### config.mk
export PLATFORM = sky130hd
export DESIGN_NAME = level_frame_ctrl
export DESIGN_NICKNAME = d
export VERILOG_FILES = /design/src/rtl/level_frame_ctrl.sv
export SDC_FILE = /design/constraint.sdc
export NUM_CORES = 1
export LEC_CHECK = 0
export ABC_CLOCK_PERIOD_IN_PS = 3250
export BUFFER_PORTS_ARGS = -buffer_cell sky130_fd_sc_hd__buf_2
export CORE_MARGIN = 1
export CORE_UTILIZATION = 57
export CTS_CLUSTER_DIAMETER = 200
export DETAILED_ROUTE_END_ITERATION = 16
export GPL_TIMING_DRIVEN = 0
export PLACE_DENSITY = 0.78
export SKIP_CTS_REPAIR_TIMING = 1
export SYNTH_ARGS = -nofsm -noshare
export SYNTH_HDL_FRONTEND = slang
export SYNTH_SLANG_ARGS = --single-unit
### constraint.sdc
create_clock -name clk -period 3.25 [get_ports clk]
set_input_delay 0.65 -clock clk [delete_from_list [all_inputs] [get_ports clk]]
set_output_delay 0.65 -clock clk [all_outputs]
set_load 0.03 [all_outputs]
### src/rtl/level_frame_ctrl.sv
// Parses sync/level/checksum frames and commits them to the display bank during v_blank.
// Commit lands 2 cycles after the checksum byte at best; bytes arriving while a frame waits for v_blank are dropped and counted.
module level_frame_ctrl #(
  parameter int         CH_NO     = 16,
  parameter logic [7:0] SYNC_BYTE = 8'hA5,
  parameter logic [7:0] MAX_LEVEL = 8'd200,
  parameter int         TIMEOUT   = 20000
) (
  input  logic               clk,
  input  logic               rst,
  input  logic [7:0]         byte_in,
  input  logic               byte_valid,
  input  logic               fmt_err,
  input  logic               v_blank,
  output logic [8*CH_NO-1:0] levels_out,
  output logic               commit,
  output logic               chk_err,
  output logic               tmo_err,
  output logic [7:0]         drop_cnt,
  output logic               busy
);

  localparam int IW = (CH_NO > 1) ? $clog2(CH_NO) : 1;
  localparam int TW = $clog2(TIMEOUT + 1);

  typedef enum logic [1:0] {IDLE, RECV, CHK, PEND} state_t;

  state_t             state;
  logic [IW-1:0]      idx;
  logic [TW-1:0]      idle_cnt;
  logic [7:0]         xor_acc;
  logic [8*CH_NO-1:0] shadow;
  logic [7:0]         clamped;
  logic               idle_hit;
  logic               last_ch;

  assign clamped  = (byte_in > MAX_LEVEL) ? MAX_LEVEL : byte_in;
  assign idle_hit = (idle_cnt == TW'(TIMEOUT - 1));
  assign last_ch  = (idx == IW'(CH_NO - 1));
  assign busy     = (state != IDLE);

  always_ff @(posedge clk) begin
    if (rst) begin
      state      <= IDLE;
      idx        <= '0;
      idle_cnt   <= '0;
      xor_acc    <= '0;
      shadow     <= '0;
      levels_out <= '0;
      commit     <= 1'b0;
      chk_err    <= 1'b0;
      tmo_err    <= 1'b0;
      drop_cnt   <= '0;
    end else begin
      commit  <= 1'b0;
      chk_err <= 1'b0;
      tmo_err <= 1'b0;
      case (state)
        IDLE: begin
          if (byte_valid && byte_in == SYNC_BYTE) begin
            xor_acc  <= '0;
            idx      <= '0;
            idle_cnt <= '0;
            state    <= RECV;
          end
        end
        RECV, CHK: begin
          // An aborted frame must never reach the display bank.
          if (fmt_err) begin
            shadow <= '0;
            state  <= IDLE;
          end else if (byte_valid) begin
            idle_cnt <= '0;
            if (state == RECV) begin
              xor_acc                <= xor_acc ^ byte_in;
              shadow[8*idx +: 8]     <= clamped;
              idx                    <= idx + 1'b1;
              if (last_ch) state <= CHK;
            end else if (byte_in == xor_acc) begin
              state <= PEND;
            end else begin
              chk_err <= 1'b1;
              state   <= IDLE;
            end
          end else if (idle_hit) begin
            tmo_err <= 1'b1;
            state   <= IDLE;
          end else begin
            idle_cnt <= idle_cnt + 1'b1;
          end
        end
        PEND: begin
          if (byte_valid && drop_cnt != 8'hFF) drop_cnt <= drop_cnt + 1'b1;
          if (v_blank) begin
            levels_out <= shadow;
            commit     <= 1'b1;
            state      <= IDLE;
          end
        end
        default: state <= IDLE;
      endcase
    end
  end

endmodule

* Yosys cells after proc, flatten, opt, wreduce, memory -nomap -nowiden
Index checks and enable logic that the tools add are counted.
** Storage, ports and cells
- Bits in registers :: 296
- Input bits :: 13
- Output and inout port bits :: 140
- Word-level logic and storage cells :: 86
** Operators by class
- Add/sub/neg operators :: 4
- Order comparisons :: 1
- Equal/unequal tests :: 16
- Shifts and indexed selects :: 2
- Multiplexer cells :: 32
- Bitwise gates (word level) :: 4
- Reductions and logical operators :: 17
** Operator list (number)
- two-way mux 128 bit :: 3
- bitwise mux 128 bit :: 1
- variable shift 8 x 34 -> 128 bit (first input constant) :: 1
- indexed part select 8 x 34 -> 128 bit :: 1
- two-way mux 15 bit :: 4
- two-way mux 8 bit :: 5
- negator 7 -> 34 bit :: 1
- one-hot mux 15 bit (2 select lines) :: 1
- two-way mux 2 bit :: 8
- two-way mux 4 bit :: 4
- one-hot mux 8 bit (2 select lines) :: 1
- adder 15 x 1 -> 15 bit (second input constant) :: 1
- == test 15 bit (second input constant) :: 1
- != test 2 bit (second input constant) :: 5
- adder 8 x 1 -> 8 bit (second input constant) :: 1
- == test 8 bit :: 1
- == test 8 bit (second input constant) :: 1
- greater-than comparator 8 bit (second input constant) :: 1
- != test 8 bit (second input constant) :: 1
- one-hot mux 4 bit (2 select lines) :: 1
- AND reduction 4 bit :: 2
- nonzero test 2 bit :: 4
- XOR 8 bit :: 1
- one-hot mux 2 bit (3 select lines) :: 1
- other kinds (17) :: 25

* Depth between registers and ports, before layout
Gate-level depths: netlist of the first run.
- Depth in word-level cells :: 7
- Gate-level depth with buffers :: 10

* Worst setup path before layout of the first run
Ideal clock, no wire load.
- Path type :: flip-flop to flip-flop
- Start :: reg idx[0]
- End :: reg shadow[16]
- Library setup time :: 0.117 ns
- Arrival :: 2.651 ns
- Data required time :: 3.133 ns
- Setup slack :: 0.483 ns
- Stages on the path, launching flop included :: 11
- Buffers on the path :: 3
- Clock period less this slack :: 2.767 ns
- Cells stage by stage :: dfxtp_1 -> clkbuf_1 -> clkbuf_1 -> nor3_1 -> ha_1 -> clkbuf_1 -> inv_1 -> nor3_1 -> nand3_1 -> and3_1 -> a22o_1
** Between the ends
- Word-level cells in the longest chain between the ends :: 6
** Ends and longest elaborated chain
- start: declaration :: RTL line 29 : logic [IW-1:0] idx;
- start signal: assignment :: RTL line 77 : idx <= idx + 1'b1;
- negator 7 -> 34 bit * :: RTL line 76 : shadow[8*idx +: 8] <= clamped;
- indexed part select 8 x 34 -> 128 bit / variable shift 8 x 34 -> 128 bit (equally long branches) :: RTL line 76
- bitwise mux 128 bit * :: RTL line 76
- two-way mux 128 bit * :: RTL line 74 : if (state == RECV) begin
- two-way mux 128 bit * :: RTL line 72 : end else if (byte_valid) begin
- two-way mux 128 bit * :: RTL line 69 : if (fmt_err) begin
- end signal: indexed assignment :: RTL line 76
- end: declaration :: RTL line 32 : logic [8*CH_NO-1:0] shadow;
Every way passes the cells marked *; elsewhere a longest branch is shown, timed or not. The select of a mux whose other input is x is not followed.
A chain may end at the register's enable or synchronous reset.

* Worst setup path in the final report of the first run
- Start :: reg idx[0]
- End :: reg shadow[17]
The elaborated chain is that of the path after synthesis.

==> results of run 1 <==
[how the worst max path moves through the flow]
stage	startpoint	end	slack (ns)	cells past startpoint
CTS	idx[0]	shadow[60]	-0.47	10
global route	idx[0]	shadow[17]	0.001	9
floorplan	idx[0]	shadow[16]	0.48	10
finish	idx[0]	shadow[17]	0.15	9
global placement	idx[0]	shadow[56]	-0.40	10
detailed placement	idx[0]	shadow[60]	-0.45	10
[metrics by stage]
stage	instances	power (mW)	hold WS (ns)	area [um2]	setup TNS [ns]
2_1_floorplan	1340	3.93	0.425	11400	0
3_3_place_gp	1752	4.05	0.436	12500	-11.45
6_report	1804	7.39	0.450	13500	0
4_1_cts	1804	7.38	0.452	13500	-13.75
5_1_grt	1803	7.58	0.467	13500	0
3_5_place_dp	1752	4.05	0.443	12500	-12.85
[worst reg2reg max path, delay by kind of cell, from the launching register on]
kind	cells	cell delay, ns
AOI/OAI and AO/OA	1	0.25
adders and majority gates	1	0.48
buffers and inverters	3	0.79
DFF	1	0.48
and+or+nand+nor	4	0.99
[layout make-up]
type	count	area (um2)
tap	265	332
sequential	296	5930
clock inverter	12	160
clock buffer	40	806
inverter	16	60.1
timing repair buffer	147	736
fill	1607	5990
multi-input combinational	936	5140
buffer	91	370
antenna	1	2.50
[registers in the layout, indices dropped and copies added (netlist names), 2 cells and up]
name and count:
xor_acc 8, idx 4, shadow 128, idle_cnt 15, state 2, drop_cnt 8, levels_out 128
[cell usage in the layout, fill, tap and decap left out, types with 25 or more instances in the layout]
cell	netlist	routed
dfxtp_1	296	296
nor2_1	103	102
clkbuf_16	0	28
a22o_1	38	38
xnor2_1	26	25
clkbuf_1	70	72
a21oi_1	158	158
a22oi_1	30	30
nand2_1	309	309
buf_2	8	155
nand3_1	44	43
[power by group]
part	switching (mW)	internal (mW)	leakage, nW
Sequential	0.00815	3.63	2.38
Clock	1.42	1.97	0.473
Combinational	0.278	0.0772	2.20
Total	1.71	5.68	5.06
[cells by family after synthesis]
group	Yosys count	synth area share
AO/OA/AOI/OAI	304	0.172
XOR/XNOR	39	0.0299
adder cells (fa/ha/maj)	9	0.00986
buffers and inverters	108	0.0377
flip-flops	296	0.519
multiplexers	3	0.00263
AND/OR/NAND/NOR	581	0.229
[routing by layer]
layer | up-vias | global-route usage | part of all wire | wire (um)
li1 | 4992 | - | - | -
met1 | 5082 | 0.450 | 0.43 | 14800
met2 | 511 | 0.527 | 0.45 | 15400
met3 | 89 | 0.0580 | 0.089 | 3040
met4 | 0 | 0.123 | 0.033 | 1130
met5 | - | 0 | 0 | 0
==> flow_metrics.tcl, run 1 <==
set metrics [dict create \
    status "complete, but fails checks" \
    failed_checks "capacitance limit, slew limit" \
    vias 10700 \
    place.gp.congestion 0.972 \
    avgViaCountPerCell 5.92 \
    overflow 0 \
    reg2reg_slack_ns 0.15 \
    clock_latency_ns 0.56 \
    ys_seq_area_frac 0.519 \
    place_ws_ns -0.454 \
    yosysTopAreaCell "dfxtp_1" \
    numCtsBuffers 28 \
    synth_top_area_frac 0.519 \
    yosysMostFrequentCell "nand2_1" \
    async_reset_ff_frac 0 \
    path_cells "clkbuf_2, clkbuf_2, nor3_1, ha_1, inv_1, nor3_2, nand3_2, and3_1, a22o_1" \
    die_y_um 144 \
    fmaxAchievable_ghz 0.322 \
    wl_per_cell_um 19.0 \
    grt_pass1_vias 9658 \
    r2r_cells 9 \
    cp.required_ns 3.68 \
    post-route-util 0.693 \
    synthTopCellsByCount "nand2_1 (309), dfxtp_1 (296), a21oi_1 (158)" \
    drv_cap 1 \
    initial_core_util 0.585 \
    r2r-start "idx[0]" \
    root_buffer "clkbuf_16" \
    ios 153 \
    core_mm2 0.0195 \
    p_leak_nw 5.06 \
    synthTopCellsByArea "dfxtp_1 (52%), nand2_1 (10%), a21oi_1 (6.9%)" \
    ant_nets 0 \
    avgSynthCellArea_um2 8.53 \
    drive_gt1_frac 0.149 \
    grtUsageTotal 0.331 \
    grt_pass1_wl_um 52600 \
    cp_slowest_cell "dfxtp_1" \
    yosysWarnings 0 \
    syn-num-nets 1362 \
    holdCritStartpoint "levels_out[18]" \
    setup_viol 0 \
    cp-start-kind "flip-flop" \
    finalWirelength_um 34300 \
    setup_ws_ns 0.148 \
    drt_iter0_drc 916 \
    powerDensity_mw_per_mm2 546 \
    grt_max_degree 16 \
    die_area_mm2 0.0206 \
    core.rowCount 51 \
    cts_tree "yes" \
    ys_types 63 \
    nNetsFinal 1538 \
    dpl.hpwl_um 23500 \
    grt_setup_unrepaired "true" \
    synth-seq-cells 296 \
    slowest_delay_ns 0.48 \
    cts_max_level 1 \
    hold_path.class "flip-flop to flip-flop" \
    synth_edf_count 0 \
    netlist_area_mm2 0.0114 \
    firstDrtPassIters 6 \
    cp_common_cell "clkbuf_2" \
    synthCells 1340 \
    setup.worst_path.end_class "flip-flop" \
    cp_top_family "simple AND/OR/NAND/NOR gates" \
    area_growth_pct 18.5 \
    critPathArrivalTime_ns 3.53 \
    fin_crit_ns 3.10 \
    slew-limit-headroom -0.0440 \
    cts_num_sinks 296 \
    criticalPathCategory "flip-flop to flip-flop" \
    dieWidth_um 144 \
    clk_pin_slew_ns 0.06 \
    cp_num_buf_inv 3 \
    clk_path_buf_depth 3 \
    vdd_ir_drop_max_v 0.000380 \
    port_buffers 147 \
    crit_fanout 10 \
    whs_endpoint "levels_out[18]" \
    slew_violations 7 \
    fin_crit_sh 0.954 \
    fin_skew_ns 0.0200 \
    synth_ff_type "dfxtp_1" \
    worst_pin_slew_ns 1.56 \
    antenna_found_initial 1 \
    hold-path-cell-count 2 \
    reg2reg_to "shadow[17]" \
    drcViolationCount 0 \
    hold_viol_final 0 \
]
Note: power is estimated with default switching activity, not from simulation.
==> inputs of run 2 (changes only) <==
ABC_CLOCK_PERIOD_IN_PS = 3460   (was 3250)
SLEW_MARGIN = 20   (was default)
clock period = 3.46 ns   (was 3.25 ns; I/O delays follow)
==> run 2 against run 1 <==
Count of clock-buffer cells in the layout unchanged. Sequential power decreased by 6.0%. Clock power fell by 8.3%. Combinational power down 6.8%. First-iteration DRC count increased by 6.3%. Cell count grew 0.11%. Die area did not move. Fmax shrank 7.3%. Worst hold slack worse by 0.0023 ns. The flow now finishes without violations. Sequential cell count unchanged. Cell area decreased by 0.22%. Global-route usage shrank 0.31 points.
==> flow_metrics.tcl, run 2 (synthesis gave the netlist of run 1 again) <==
set metrics [dict create \
    crit_fanout 10 \
    fmaxAchievable_ghz 0.299 \
    clk_path_buf_depth 3 \
    die_area_mm2 0.0206 \
    avgViaCountPerCell 5.88 \
    grt_pass1_vias 9590 \
    vdd_ir_drop_max_v 0.000398 \
    p_switching_mw 1.59 \
    hold_path.class "flip-flop to flip-flop" \
    core_mm2 0.0195 \
    core.rowCount 51 \
    power.internal_mw 5.27 \
    worst_pin_slew_ns 1.07 \
    finalWirelength_um 33900 \
    grtUsageTotal 0.328 \
    slew-limit-headroom 0.285 \
    wl_per_cell_um 18.7 \
    seqPwrFrac 0.499 \
    r2r_cells 10 \
    fin_skew_ns 0.00993 \
    ios 153 \
    critPathArrivalTime_ns 3.83 \
    slew_violations 0 \
    top_regs "levels_out: 128 flops, shadow: 128 flops, idle_cnt: 15 flops" \
    drv_cap 0 \
    drcViolationCount 0 \
    post-route-util 0.692 \
    power_frac_clock 0.453 \
    mostFrequentLayoutCells "nand2_1 (309), dfxtp_1 (296), a21oi_1 (158), buf_2 (155), nor2_1 (103)" \
    port_buffers 147 \
    dieWidth_um 144 \
    cp-start-kind "flip-flop" \
    place.gp.congestion 0.972 \
    cts_tree "yes" \
    drt_iter0_drc 974 \
    setup_ws_ns 0.115 \
    p_total_mw 6.86 \
    hold-path-cell-count 2 \
    cts_num_sinks 296 \
    root_buffer "clkbuf_16" \
    diodes 0 \
    status "finished clean" \
    nNetsFinal 1540 \
    place_ws_ns -0.281 \
    powerDensity_mw_per_mm2 508 \
    fin_crit_ns 3.35 \
    clock_latency_ns 0.55 \
    swShare 0.231 \
    area_growth_pct 18.2 \
    grt_pass1_wl_um 51900 \
    criticalPathCategory "flip-flop to flip-flop" \
    numCtsBuffers 29 \
    antenna_found_initial 0 \
    drive_gt1_frac 0.148 \
    pwr-share-comb 0.048 \
    initial_core_util 0.585 \
    cts_max_level 1 \
    dpl.hpwl_um 23500 \
    ant_nets 0 \
    fin_tns_setup_ns 0 \
    overflow 0 \
    grt_setup_unrepaired "false" \
    vias 10600 \
    grt_max_degree 15 \
    hold_viol_final 0 \
    die_y_um 144 \
    fin_crit_sh 0.967 \
    p_leak_nw 5.04 \
    firstDrtPassIters 6 \
    clk_pin_slew_ns 0.07 \
    cp.required_ns 3.94 \
    timing.hold.ws_ns 0.448 \
    setup.worst_path.end_class "flip-flop" \
    setup_viol 0 \
    layout_commonest_cell "nand2_1" \
]
-- run 2: power by group through the flow --
stage	combinational [mW]	sequential, mW	clock [mW]
after detailed placement	0.311	3.50	0
after CTS	0.313	3.42	3.13
after global routing	0.351	3.42	3.28
final	0.331	3.42	3.11
after floorplan	0.198	3.50	0
after global placement	0.309	3.50	0
-- run 2: per-layer routing --
layer | global-route usage | share of wire | up-vias
met5 | 0 | 0 | -
met4 | 0.127 | 0.036 | 0
met3 | 0.0563 | 0.085 | 85
met2 | 0.515 | 0.45 | 510
met1 | 0.450 | 0.43 | 5004
li1 | - | - | 5015
-- run 2: worst max-delay path, stage by stage, from the launching register on --
cell,delay (ns)
dfxtp_1,0.47
clkbuf_2,0.31
clkbuf_2,0.33
nor3_1,0.11
ha_1,0.28
clkbuf_1,0.33
inv_1,0.22
a211oi_2,0.37
o2111ai_1,0.24
nor2_1,0.42
a22o_1,0.20
-- run 2: metrics by stage --
stage / cells / cell area [um2]
after floorplan: 1340 / 11400
after global placement: 1752 / 12500
after detailed placement: 1752 / 12500
after CTS: 1806 / 13400
after global routing: 1806 / 13500
final: 1806 / 13500
-- run 2: final cells by class --
type / count / area, um2
Buffer: 92 / 374
Sequential cell: 296 / 5930
Clock inverter: 14 / 139
Fill cell: 1591 / 6020
Multi-Input combinational cell: 936 / 5130
Inverter: 16 / 60.1
Timing Repair Buffer: 147 / 736
Tap cell: 265 / 332
Clock buffer: 40 / 807
-- run 2: path summary, 6_finish.rpt --
check	from	endpoint	slack, ns
worst max-delay path	idx[0]	shadow[60]	0.11
worst min register to register	levels_out[71]	levels_out[71]	0.45
worst min-delay path	levels_out[71]	levels_out[71]	0.45
worst max register to register	idx[0]	shadow[60]	0.11
==> inputs of run 3 (changes only) <==
ABC_AREA = 1   (was default)
CORE_UTILIZATION = 58   (was 57)
PLACE_DENSITY = 0.79   (was 0.78)
==> run 3 against run 2 <==
Clock power grew 6%. Synthesized cell count grew 23%. Global-route usage grew 1.2 points. Largest cell class unchanged. Utilization grew 0.68 points. Count of clock-buffer cells in the layout shrank 3.
==> flow_metrics.tcl, run 3 <==
set metrics [dict create \
    drive_gt1_frac 0.131 \
    cp_num_buf_inv 4 \
    grt_setup_unrepaired "true" \
    final_cell_area_mm2 0.0142 \
    cts_max_level 1 \
    initial_core_util 0.595 \
    ios 153 \
    ys_seq_area_frac 0.491 \
    avgViaCountPerCell 5.67 \
    antenna_found_initial 0 \
    numCtsBuffers 29 \
    wl_met3_um 3310 \
    avgSynthCellArea_um2 7.33 \
    grtUsageTotal 0.340 \
    async_reset_ff_frac 0 \
    dpl.hpwl_um 27600 \
    cts_num_sinks 296 \
    synthTopCellsByArea "dfxtp_1 (49%), nor2_1 (12%), o21ai_0 (6.8%)" \
    slowest_delay_ns 0.93 \
    wl_per_cell_um 17.5 \
    synthCells 1647 \
    vias 12000 \
    firstDrtPassIters 6 \
    slew-limit-headroom 0.203 \
    cp_slowest_cell "nor3_1" \
    top_regs "levels_out: 128 flops, shadow: 128 flops, idle_cnt: 15 flops" \
    place.gp.congestion 1.04 \
    yosysTopAreaCell "dfxtp_1" \
    clk_path_buf_depth 3 \
    core_mm2 0.0203 \
    netlist_area_mm2 0.0121 \
    drcViolationCount 0 \
    drt-met1-wl_um 16000 \
    yosysMostFrequentCell "nor2_1" \
    die_area_mm2 0.0214 \
    hold_viol_final 0 \
    cp_top_family "simple AND/OR/NAND/NOR gates" \
    criticalPathCategory "flip-flop to flip-flop" \
    yosysWarnings 0 \
    met2WireLength_um 16700 \
    vdd_ir_drop_max_v 0.000466 \
    cp-start-kind "flip-flop" \
    mostFrequentLayoutCells "nor2_1 (377), dfxtp_1 (296), nand2_1 (215), o21ai_0 (165), buf_2 (160)" \
    slew_violations 0 \
    fin_crit_ns 3.41 \
    critPathArrivalTime_ns 3.89 \
    diodes 0 \
    overflow 0 \
    status "finished clean" \
    worst_pin_slew_ns 1.19 \
    drt_iter0_drc 960 \
    grt_pass1_vias 11000 \
    fin_crit_sh 0.986 \
    clk_pin_slew_ns 0.06 \
    port_buffers 149 \
    ys_types 39 \
    r2r-start "idx[0]" \
    area_growth_pct 17.4 \
    holdCritStartpoint "shadow[30]" \
    ant_nets 0 \
    fmaxAchievable_ghz 0.293 \
    core.rowCount 52 \
    nNetsFinal 1849 \
    postPlaceCellArea_mm2 0.0132 \
    synth_edf_count 0 \
    drv_cap 0 \
    synth_top_area_frac 0.491 \
    synth-seq-cells 296 \
    synthTopCellsByCount "nor2_1 (377), dfxtp_1 (296), nand2_1 (215)" \
    path_cells "inv_1, buf_1, ha_1, inv_1, buf_1, nor3_1, o21ai_0, nor2_1" \
    crit_fanout 10 \
    grt_pass1_wl_um 57900 \
    finalWirelength_um 37000 \
    cp.required_ns 3.94 \
    die_y_um 146 \
    powerDensity_mw_per_mm2 639 \
    root_buffer "clkbuf_16" \
    top_layer_used "met4" \
    layout_commonest_cell "nor2_1" \
    startpoint "idx[0]" \
    clock_latency_ns 0.56 \
    cts_tree "yes" \
    setup.worst_path.end_class "flip-flop" \
    p_leak_nw 5.59 \
    dieWidth_um 146 \
    grt_max_degree 15 \
    hold_path.class "flip-flop to flip-flop" \
    setup_viol 0 \
    synth_ff_type "dfxtp_1" \
    timing.hold.ws_ns 0.460 \
    fin_skew_ns 0.0104 \
    syn-num-nets 1669 \
]
-- run 3: tightest hold or removal path: stages, from the launching register on --
cell and delay, ns:
dfxtp_1 0.31, nand2_1 0.06, a21oi_1 0.05
-- run 3: cell type report --
type | count | area, um2
multi-input combinational | 1182 | 5510
timing repair buffer | 149 | 746
inverter | 75 | 282
clock inverter | 15 | 189
clock buffer | 37 | 816
buffer | 94 | 370
fill | 1778 | 6120
sequential | 296 | 5930
tap | 270 | 338
-- run 3: through the flow --
step / cells / setup TNS (ns) / util / power, mW / setup slack, ns
after detailed placement: 2066 / 0 / 0.648 / 5.77 / 0.234
after CTS: 2118 / 0 / 0.698 / 9.02 / 0.228
after global placement: 2066 / 0 / 0.648 / 5.73 / 0.147
after floorplan: 1647 / 0 / - / 5.19 / 1.11
after global routing: 2118 / -0.00265 / 0.698 / 9.40 / -0.00265
final: 2118 / 0 / 0.698 / 9.06 / 0.0467
-- run 3: final timing paths --
check | endpoint | slack [ns] | cells after the start
setup / recovery | shadow[11] | 0.05 | 8
hold / removal | shadow[30] | 0.46 | 2
setup reg to reg | shadow[11] | 0.05 | 8
hold reg to reg | shadow[30] | 0.46 | 2
-- run 3: metal layers --
layer,track usage,up-vias
li1,-,5832
met1,0.458,5564
met2,0.548,530
met3,0.0725,79
met4,0.102,0
met5,0,-
-- run 3: kinds of logic (layout without fill, tap and decap cells) --
family          Yosys count  after routing  share of synthesized area
fa+ha+maj                 9              9                    0.00932
simple gates            839            839                      0.301
flops                   296            296                      0.491
xor+xnor                 12             12                    0.00995
compound gates          322            322                      0.136
buf+inv                 169            370                     0.0540
-- run 3: power by group --
group	internal (mW)	leakage, nW	switching, mW	total [mW]
Sequential	3.69	2.39	0.157	3.84
Clock	1.96	0.488	1.34	3.30
Combinational	0.472	2.71	1.44	1.91
Total	6.12	5.59	2.94	9.06
